`config.mk`:
```
export PLATFORM = sky130hd
export DESIGN_NAME = mem_bus_master
export DESIGN_NICKNAME = d
export VERILOG_FILES = /design/src/rtl/mem_bus_pkg.sv /design/src/rtl/bus_wdog.sv /design/src/rtl/mem_bus_master.sv
export SDC_FILE = /design/constraint.sdc
export NUM_CORES = 1
export LEC_CHECK = 0
export CAP_MARGIN = 10
export CORE_MARGIN = 2
export CORE_UTILIZATION = 51
export DETAILED_ROUTE_END_ITERATION = 8
export DONT_BUFFER_PORTS = 1
export HOLD_SLACK_MARGIN = 0.06
export PLACE_DENSITY = 0.66
export SLEW_MARGIN = 20
export SYNTH_ARGS = -nofsm -noshare
export SYNTH_HDL_FRONTEND = slang
export SYNTH_SLANG_ARGS = --single-unit
```
`constraint.sdc`:
```
create_clock -name clk -period 3.61 [get_ports clk]
set_input_delay 0.361 -clock clk [delete_from_list [all_inputs] [get_ports clk]]
set_output_delay 0.361 -clock clk [all_outputs]
set_load 0.03 [all_outputs]
```
`src/rtl/mem_bus_pkg.sv`:
```
// Shared definitions for the main-memory bus initiator and the cache controllers.
// Holds the bus widths, the FSM state type, the latched request payload and
// the address helpers.
package mem_bus_pkg;

  localparam int unsigned LINE_BEATS = 4;
  localparam int unsigned WORD_W     = 32;
  localparam int unsigned LINE_W     = 128;
  localparam int unsigned ADDR_W     = 32;
  localparam int unsigned STRB_W     = WORD_W / 8;
  localparam int unsigned BEAT_W     = 2;

  localparam logic [STRB_W-1:0] STRB_ALL = 4'hF;

  typedef enum logic [1:0] {
    ST_IDLE,
    ST_BUS,
    ST_GAP,
    ST_RESP
  } state_t;

  // Request fields that must outlive the accept cycle
  typedef struct packed {
    logic              we;
    logic              line;
    logic [ADDR_W-1:0] base;
    logic [LINE_W-1:0] wdata;
  } req_t;

  // Line requests start on a 16-byte boundary, word requests on a 4-byte one
  function automatic logic [ADDR_W-1:0] align_base(input logic [ADDR_W-1:0] addr,
                                                   input logic              line);
    return line ? {addr[ADDR_W-1:4], 4'h0} : {addr[ADDR_W-1:2], 2'b00};
  endfunction

  function automatic logic [ADDR_W-1:0] beat_addr(input logic [ADDR_W-1:0] base,
                                                  input logic [BEAT_W-1:0] beat);
    return base + ADDR_W'({beat, 2'b00});
  endfunction

endpackage

```
`src/rtl/bus_wdog.sv`:
```
// Per-beat watchdog for the memory bus initiator.
// Ports:
//   clk, rst  : clock, synchronous active-high reset
//   clr       : hold the count at zero (asserted whenever no beat is in flight)
//   en        : count one cycle of the current beat
//   expired   : high during the TIMEOUT_CYC-th cycle of a beat
module bus_wdog #(
  parameter int unsigned TIMEOUT_CYC = 64
) (
  input  logic clk,
  input  logic rst,
  input  logic clr,
  input  logic en,
  output logic expired
);

  localparam int unsigned CNT_W = 8;
  // expired is registered, so it is raised one cycle early
  localparam logic [CNT_W-1:0] LAST = CNT_W'(TIMEOUT_CYC - 2);

  logic [CNT_W-1:0] cnt;

  // Cycle counter; count k (0-based) is held during the (k+1)-th beat cycle
  always_ff @(posedge clk) begin
    if (rst || clr) begin
      cnt     <= '0;
      expired <= 1'b0;
    end else if (en) begin
      cnt     <= cnt + CNT_W'(1);
      expired <= (cnt == LAST);
    end
  end

endmodule

```
`src/rtl/mem_bus_master.sv`:
```
// Bus initiator for the main-memory slave port. Turns single-word or 4-beat
// line requests into individual acknowledged word transfers, assembles read
// data into a 128-bit line and returns one response per request. A per-beat
// watchdog aborts a request whose beat is never acknowledged.
// Ports:
//   clk, rst                 : clock, synchronous active-high reset
//   req_*                    : request from cache/fetch controller (valid/ready)
//   resp_valid/err/rdata     : one-cycle completion pulse, abort flag, read line
//   m_cyc/we/strb/addr/data_o: registered word transfer to the slave
//   m_data_i, m_ack          : slave read data and acknowledge
module mem_bus_master
  import mem_bus_pkg::*;
#(
  parameter int unsigned TIMEOUT_CYC = 64
) (
  input  logic              clk,
  input  logic              rst,
  input  logic              req_valid,
  output logic              req_ready,
  input  logic              req_we,
  input  logic              req_line,
  input  logic [ADDR_W-1:0] req_addr,
  input  logic [STRB_W-1:0] req_strb,
  input  logic [LINE_W-1:0] req_wdata,
  output logic              resp_valid,
  output logic              resp_err,
  output logic [LINE_W-1:0] resp_rdata,
  output logic              m_cyc,
  output logic              m_we,
  output logic [STRB_W-1:0] m_strb,
  output logic [ADDR_W-1:0] m_addr,
  output logic [WORD_W-1:0] m_data_o,
  input  logic [WORD_W-1:0] m_data_i,
  input  logic              m_ack
);

  state_t            state;
  req_t              req_q;
  logic [BEAT_W-1:0] beat;
  logic              last_beat;
  logic              wdog_en;
  logic              wdog_clr;
  logic              wdog_expired;

  assign last_beat = req_q.line ? (beat == BEAT_W'(LINE_BEATS - 1)) : 1'b1;
  assign wdog_en   = (state == ST_BUS);
  assign wdog_clr  = ~wdog_en;

  bus_wdog #(
    .TIMEOUT_CYC (TIMEOUT_CYC)
  ) u_wdog (
    .clk     (clk),
    .rst     (rst),
    .clr     (wdog_clr),
    .en      (wdog_en),
    .expired (wdog_expired)
  );

  // Request sequencer; all outputs are registered here
  always_ff @(posedge clk) begin
    if (rst) begin
      state      <= ST_IDLE;
      req_q      <= '0;
      beat       <= '0;
      req_ready  <= 1'b0;
      resp_valid <= 1'b0;
      resp_err   <= 1'b0;
      resp_rdata <= '0;
      m_cyc      <= 1'b0;
      m_we       <= 1'b0;
      m_strb     <= '0;
      m_addr     <= '0;
      m_data_o   <= '0;
    end else begin
      resp_valid <= 1'b0;
      case (state)
        ST_IDLE: begin
          req_ready <= 1'b1;
          if (req_valid && req_ready) begin
            req_q.we    <= req_we;
            req_q.line  <= req_line;
            req_q.base  <= align_base(req_addr, req_line);
            req_q.wdata <= req_wdata;
            beat        <= '0;
            req_ready   <= 1'b0;
            resp_err    <= 1'b0;
            resp_rdata  <= '0;
            m_cyc       <= 1'b1;
            m_we        <= req_we;
            // only single-word writes honour the requester's byte enables
            m_strb      <= (req_we && !req_line) ? req_strb : STRB_ALL;
            m_addr      <= align_base(req_addr, req_line);
            m_data_o    <= req_wdata[WORD_W-1:0];
            state       <= ST_BUS;
          end
        end

        ST_BUS: begin
          // ack in the expiry cycle still completes the beat
          if (m_ack) begin
            if (!req_q.we) begin
              resp_rdata[int'(beat)*WORD_W +: WORD_W] <= m_data_i;
            end
            m_cyc <= 1'b0;
            if (last_beat) begin
              resp_valid <= 1'b1;
              state      <= ST_RESP;
            end else begin
              beat  <= beat + BEAT_W'(1);
              state <= ST_GAP;
            end
          end else if (wdog_expired) begin
            m_cyc      <= 1'b0;
            resp_err   <= 1'b1;
            resp_valid <= 1'b1;
            state      <= ST_RESP;
          end
        end

        // one idle bus cycle lets the slave FSM return to idle between beats
        ST_GAP: begin
          m_cyc    <= 1'b1;
          m_addr   <= beat_addr(req_q.base, beat);
          m_data_o <= req_q.wdata[int'(beat)*WORD_W +: WORD_W];
          state    <= ST_BUS;
        end

        ST_RESP: begin
          req_ready <= 1'b1;
          state     <= ST_IDLE;
        end

        default: begin
          state <= ST_IDLE;
        end
      endcase
    end
  end

endmodule

```
; Word level (Yosys, flattened, before mapping)
; Index checks and enable logic that the tools add are counted.
; W data, S select, Z words.
[totals]
output_inout_bits = 201
input_bits = 202
regBits = 375
elab_cells = 87
[classes]
n_mux = 34
reduce_logical = 17
n_addsub = 4
n_bitwise = 1
eq_ne = 12
shifts = 3
[ops]
columns = op, n
row1 = $mux W128, 3
row2 = $pmux W128 S2, 1
row3 = $bwmux W128, 1
row4 = $pmux W32 S2, 2
row5 = $shift A32 B34 Y128 const A, 1
row6 = $shiftx A128 B8 Y32, 1
row7 = $shiftx A32 B34 Y128, 1
row8 = $mux W32, 2
row9 = $neg A7 Y34, 1
row10 = $add A32 B4 Y32, 1
row11 = $mux W1, 12
row12 = $mux W2, 6
row13 = $reduce_and A4 Y1, 3
row14 = $ne A2 B2 Y1 const B, 5
row15 = $add A8 B1 Y8 const B, 1
row16 = $eq A8 B6 Y1 const B, 1
row17 = $mux W4, 2
row18 = $pmux W2 S4, 1
row19 = $eq A2 B2 Y1 const B, 3
row20 = $reduce_and A2 Y1, 3
row21 = $reduce_bool A2 Y1, 3
row22 = $pmux W1 S2, 2
row23 = $pmux W2 S2, 1
row24 = $ne A3 B2 Y1 const B, 1
row25 = other kinds (12), 13

; Logic depth before layout (Yosys ltp)
[depth]
word_depth = 6
depth_mapped = 10
depth_no_buf = 8

; Cells and area by module
; From an unflattened synthesis, not the netlist that was laid out.
[unflattened]
cells_unflattened = 1840
area_unflattened_um2 = 15207.1
[by_module_without_submodules]
columns = module, instances, area_each_um2, seq_area_each_um2, cells_each
row1 = mem_bus_master, 1, 14800.4, 7247.0, 1795
row2 = bus_wdog, 1, 406.6, 180.2, 45

; Least setup slack after synthesis
; OpenSTA, ideal clock, no wires.
[synth_path]
kind = register -> register
start = register beat[1]
end = register m_addr[26]
arrival_time_ps = 2517
stages_incl_launch_ff = 10
n_path_buf = 2
setup_slack_ps = 961
path_cell_list = dfxtp_1 > buf_2 > buf_1 > inv_1 > fa_1 > and4b_1 > nand3_1 > o31a_1 > o221ai_1 > a21oi_1
[synth_via]
elab_chain_cells = 2
[synth_lines]
columns = item, line
row1 = from (decl), mem_bus_master.sv:39  ; logic [BEAT_W-1:0] beat;
row2 = from (signal assigned), mem_bus_master.sv:109  ; beat <= beat + BEAT_W'(1);
row3 = $add A32 B4 Y32, mem_bus_pkg.sv:38  ; return base + ADDR_W'({beat, 2'b00});
row4 = $pmux W32 S2, mem_bus_master.sv:76  ; case (state)
row5 = to (signal assigned), mem_bus_master.sv:92  ; m_addr <= align_base(req_addr, req_line);
row6 = to (signal assigned), mem_bus_master.sv:123  ; m_addr <= beat_addr(req_q.base, beat);
row7 = to (decl), mem_bus_master.sv:31  ; output logic [ADDR_W-1:0] m_addr,
; Every way passes these cells.
; A chain may end at the register's enable or synchronous reset.

; Final worst setup path
[layout_path]
start = register state[0]
end = register resp_rdata[56]
[layout_via]
elab_chain_cells = 3
elab_cells_between_ends = 8
[layout_lines]
columns = item, line
row1 = from (decl), mem_bus_master.sv:37  ; state_t state;
row2 = from (signal assigned), mem_bus_master.sv:62  ; state <= ST_IDLE;
row3 = from (signal assigned), mem_bus_master.sv:94  ; state <= ST_BUS;
row4 = from (signal assigned), mem_bus_master.sv:107  ; state <= ST_RESP;
row5 = $eq A2 B1 Y1 or $logic_not A2 Y1 (tied branches), mem_bus_master.sv:76
row6 = $ne A2 B2 Y1 (no line) or $reduce_bool A2 Y1 (tied branches), --
row7 = $reduce_and A4 Y1 (no line), --
row8 = "to (signal, indexed assignment)", mem_bus_master.sv:102  ; resp_rdata[int'(beat)*WORD_W +: WORD_W] <= m_data_i;
row9 = to (decl), mem_bus_master.sv:27  ; output logic [LINE_W-1:0] resp_rdata,
; Several ways; a longest one is shown, not always the timed one.

==> metrics.md <==
| Metric | Value |
|---|---|
| Crit-path max FO | 32 |
| Yosys warns | 0 |
| Clk slew on worst S/H paths | 0.06 ns |
| Leak | 7.05 nW |
| Setup WS post-layout | 0.274 ns |
| Initial DRT Pass Iterations | 6 |
| Crit path capture type | register |
| Post_cts resized | 0 |
| TritonCTS Buffers | 40 |
| Slowest cell delay on critical path | 0.75 ns |
| Non-Filler Instances | 2454 |
| Synth area leaders | dfxtp_1, nand2_1, a21oi_1, mux4_2, nand3_1 |
| Final setup viols | 0 |
| Cell count after synthesis | 1826 |
| Die footprint | 31400 um2 |
| Distinct cells, synth | 64 |
| Post-synth top area share | 48.5% |
| Vias per cell | 5.88 |
| Mean area per synthesized cell | 8.39 um2 |
| Grt ovf | 0 |
| Req. time, crit path | 4.09 ns |
| Share of cells above drive strength 1 | 6.84% |
| HPWL Detailed | 27.8 mm |
| CP Cell Sequence | inv_1 > ha_1 > a21boi_1 > a211oi_2 > o21a_2 > nand3_1 > a21oi_1 > dlygate4sd3_1 |
| Initial Utilization | 51.7% |
| Remaining DRCs | 0 |
| TritonCTS Sinks | 371 |
| # IOs | 403 |
| Place WS | 0.905 ns |
| Setup crit start kind | register |
| Slew HR | 37.4% |
| Setup TNS | 0 ns |
| Via Count | 14436 |
| RSZ-0062 raised after global routing | no |
| Worst Path Arrival | 3.82 ns |
| Final #Nets | 2253 |
| Hold Crit Class | in2reg |
| Largest net degree at the start of global routing | 186 |
| Final wirelength | 49.0 mm |
| Power Density | 693 nW/um2 |
| Avg WL per Cell | 20.0 um |
| Crit-path slowest cell | o21a_2 |
| Port bufs | 0 |
| Clock Skew | 0.0219 ns |
| Root Driver | clkbuf_16 |
| Post-Syn Area | 15300 um2 |
| Post-synth top area cell | dfxtp_1 |
| #FFs+latches synth | 371 |
| Core region area | 29600 um2 |
| Gr usage total | 29.8% |
| CTS tree | yes |
| Die Wd | 177 um |
| Vert. Die Dim | 177 um |
| H-tree levels | 2 |
| Initial DRC count | 1223 |
| Setup CP Type | reg2reg |
| Commonest non-fill, non-tap cell in the layout | nand2_1 |
| Worst slew pin tran | 0.939 ns |
| Later-pin clock latency in the skew report | 0.54 ns |
| Top_reg_cell synth | dfxtp_1 |
| Final Cycle Share | 92.4% |
| Max VDD drop | 535 uV |
| Status | completed |
| Most frequent cells in the layout | nand2_1, dfxtp_1, a21oi_1 |
| Final GP Congestion | 0.842 |
| Sequential area share after synthesis | 48.5% |
| Final min period | 3.34 ns |
| Row Count | 63 |
| Fmax | 300 MHz |
| Fin. Hold Viols | 0 |
| Final ANT Viol Nets | 0 |
| Area growth from synthesis to layout | 28.5% |
| EDFF count, synth | 0 |
| First-pass GRT wire length | 75.6 mm |
| Initial antenna violation count | 3 |
| Clock Path Buffers | 3 |
| Slew Viols, Final | 0 |
| Post-synthesis async set-or-reset flop share | 0% |
| Cells after DPL | 2091 |
| Vias in the first global route | 14211 |
| Total of max-cap violations | 0 |
report_power, final:
| part | total [mW] | switching, mW | internal (mW) | leakage, nW |
|---|---|---|---|---|
| logic | 3.63 | 2.33 | 1.31 | 3.40 |
| clock network | 4.04 | 1.65 | 2.39 | 0.638 |
| registers | 5.97 | 1.23 | 4.74 | 3.02 |
| total | 13.6 | 5.21 | 8.44 | 7.05 |
synth_stat cells, types with 16 or more instances:
library cell and n:
a211oi_1 37, a21oi_1 317, buf_2 33, clkbuf_1 90, dfxtp_1 371, inv_1 16, mux2i_1 33, mux4_2 32
nand2_1 469, nand3_1 140, nor2_1 66, nor3_1 24, xnor2_1 23
path summary, 6_finish.rpt:
check | start | endpoint | slack, ns | cells after the start
setup / recovery | state[0] | resp_rdata[56] | 0.27 | 8
hold / removal | req_wdata[6] | m_data_o[6] | 0.08 | 2
setup reg to reg | state[0] | resp_rdata[56] | 0.27 | 8
hold reg to reg | req_q[20] | req_q[20] | 0.45 | 2
cell type report:
cell class              instances  area, um2
repair buffers                316       3190
clock buffers                  60       1220
fillers                      2291       9960
inverters                      17       63.8
clock inverters                 7       67.6
diodes                          3       7.51
flip-flops and latches        371       7430
well taps                     390        488
multi-input cells            1290       7210
flip-flops by register name (all words and copies together), names as in the netlist, 2 cells and up:
register	count
beat	2
resp_rdata	128
state	2
req_q	160
m_strb	4
u_wdog.cnt	8
m_data_o	32
m_addr	30
layer usage:
| layer | track usage, % | routed length, um |
|---|---|---|
| met5 | 0 | 13 |
| met4 | 12.3 | 2100 |
| met3 | 8.63 | 4920 |
| met2 | 50.2 | 23400 |
| met1 | 35.7 | 18500 |
critical path: cells and delay by family (launching register included):
family	cells	cell delay, ns
adder cells (fa/ha/maj)	1	0.34
AO/OA/AOI/OAI	4	1.68
AND/OR/NAND/NOR	1	0.18
buffers and inverters	2	0.66
flip-flops	1	0.40
kinds of logic (layout without fill, tap and decap cells):
kind of cell,Yosys count,after routing,synth area share (%)
and+or+nand+nor,766,766,21.8
AOI/OAI and AO/OA,411,411,14.9
DFF,371,371,48.5
buffers and inverters,166,400,4.90
muxes,65,65,6.86
xor gates and xnor gates,31,31,1.77
adders and majority gates,15,15,1.27
other,1,5,0.0245
timing repair:
action / 4_1_cts / 5_1_grt
buffers inserted: 0 / 0
endpoints found under the hold margin: 351 / 0
hold buffers: 293 / 0
metrics by stage:
| step | util, % | hold slack, ns | power [mW] | instance area [um2] |
|---|---|---|---|---|
| after floorplan | - | 0.430 | 8.32 | 15300 |
| after CTS | 66.4 | 0.0607 | 13.6 | 19700 |
| final | 66.4 | 0.0793 | 13.6 | 19700 |
| after detailed placement | 52.1 | 0.445 | 9.13 | 15400 |
| after global routing | 66.4 | 0.0802 | 14.2 | 19700 |
| after global placement | 52.1 | 0.439 | 9.05 | 15400 |
(Power assumes the default switching activity.)
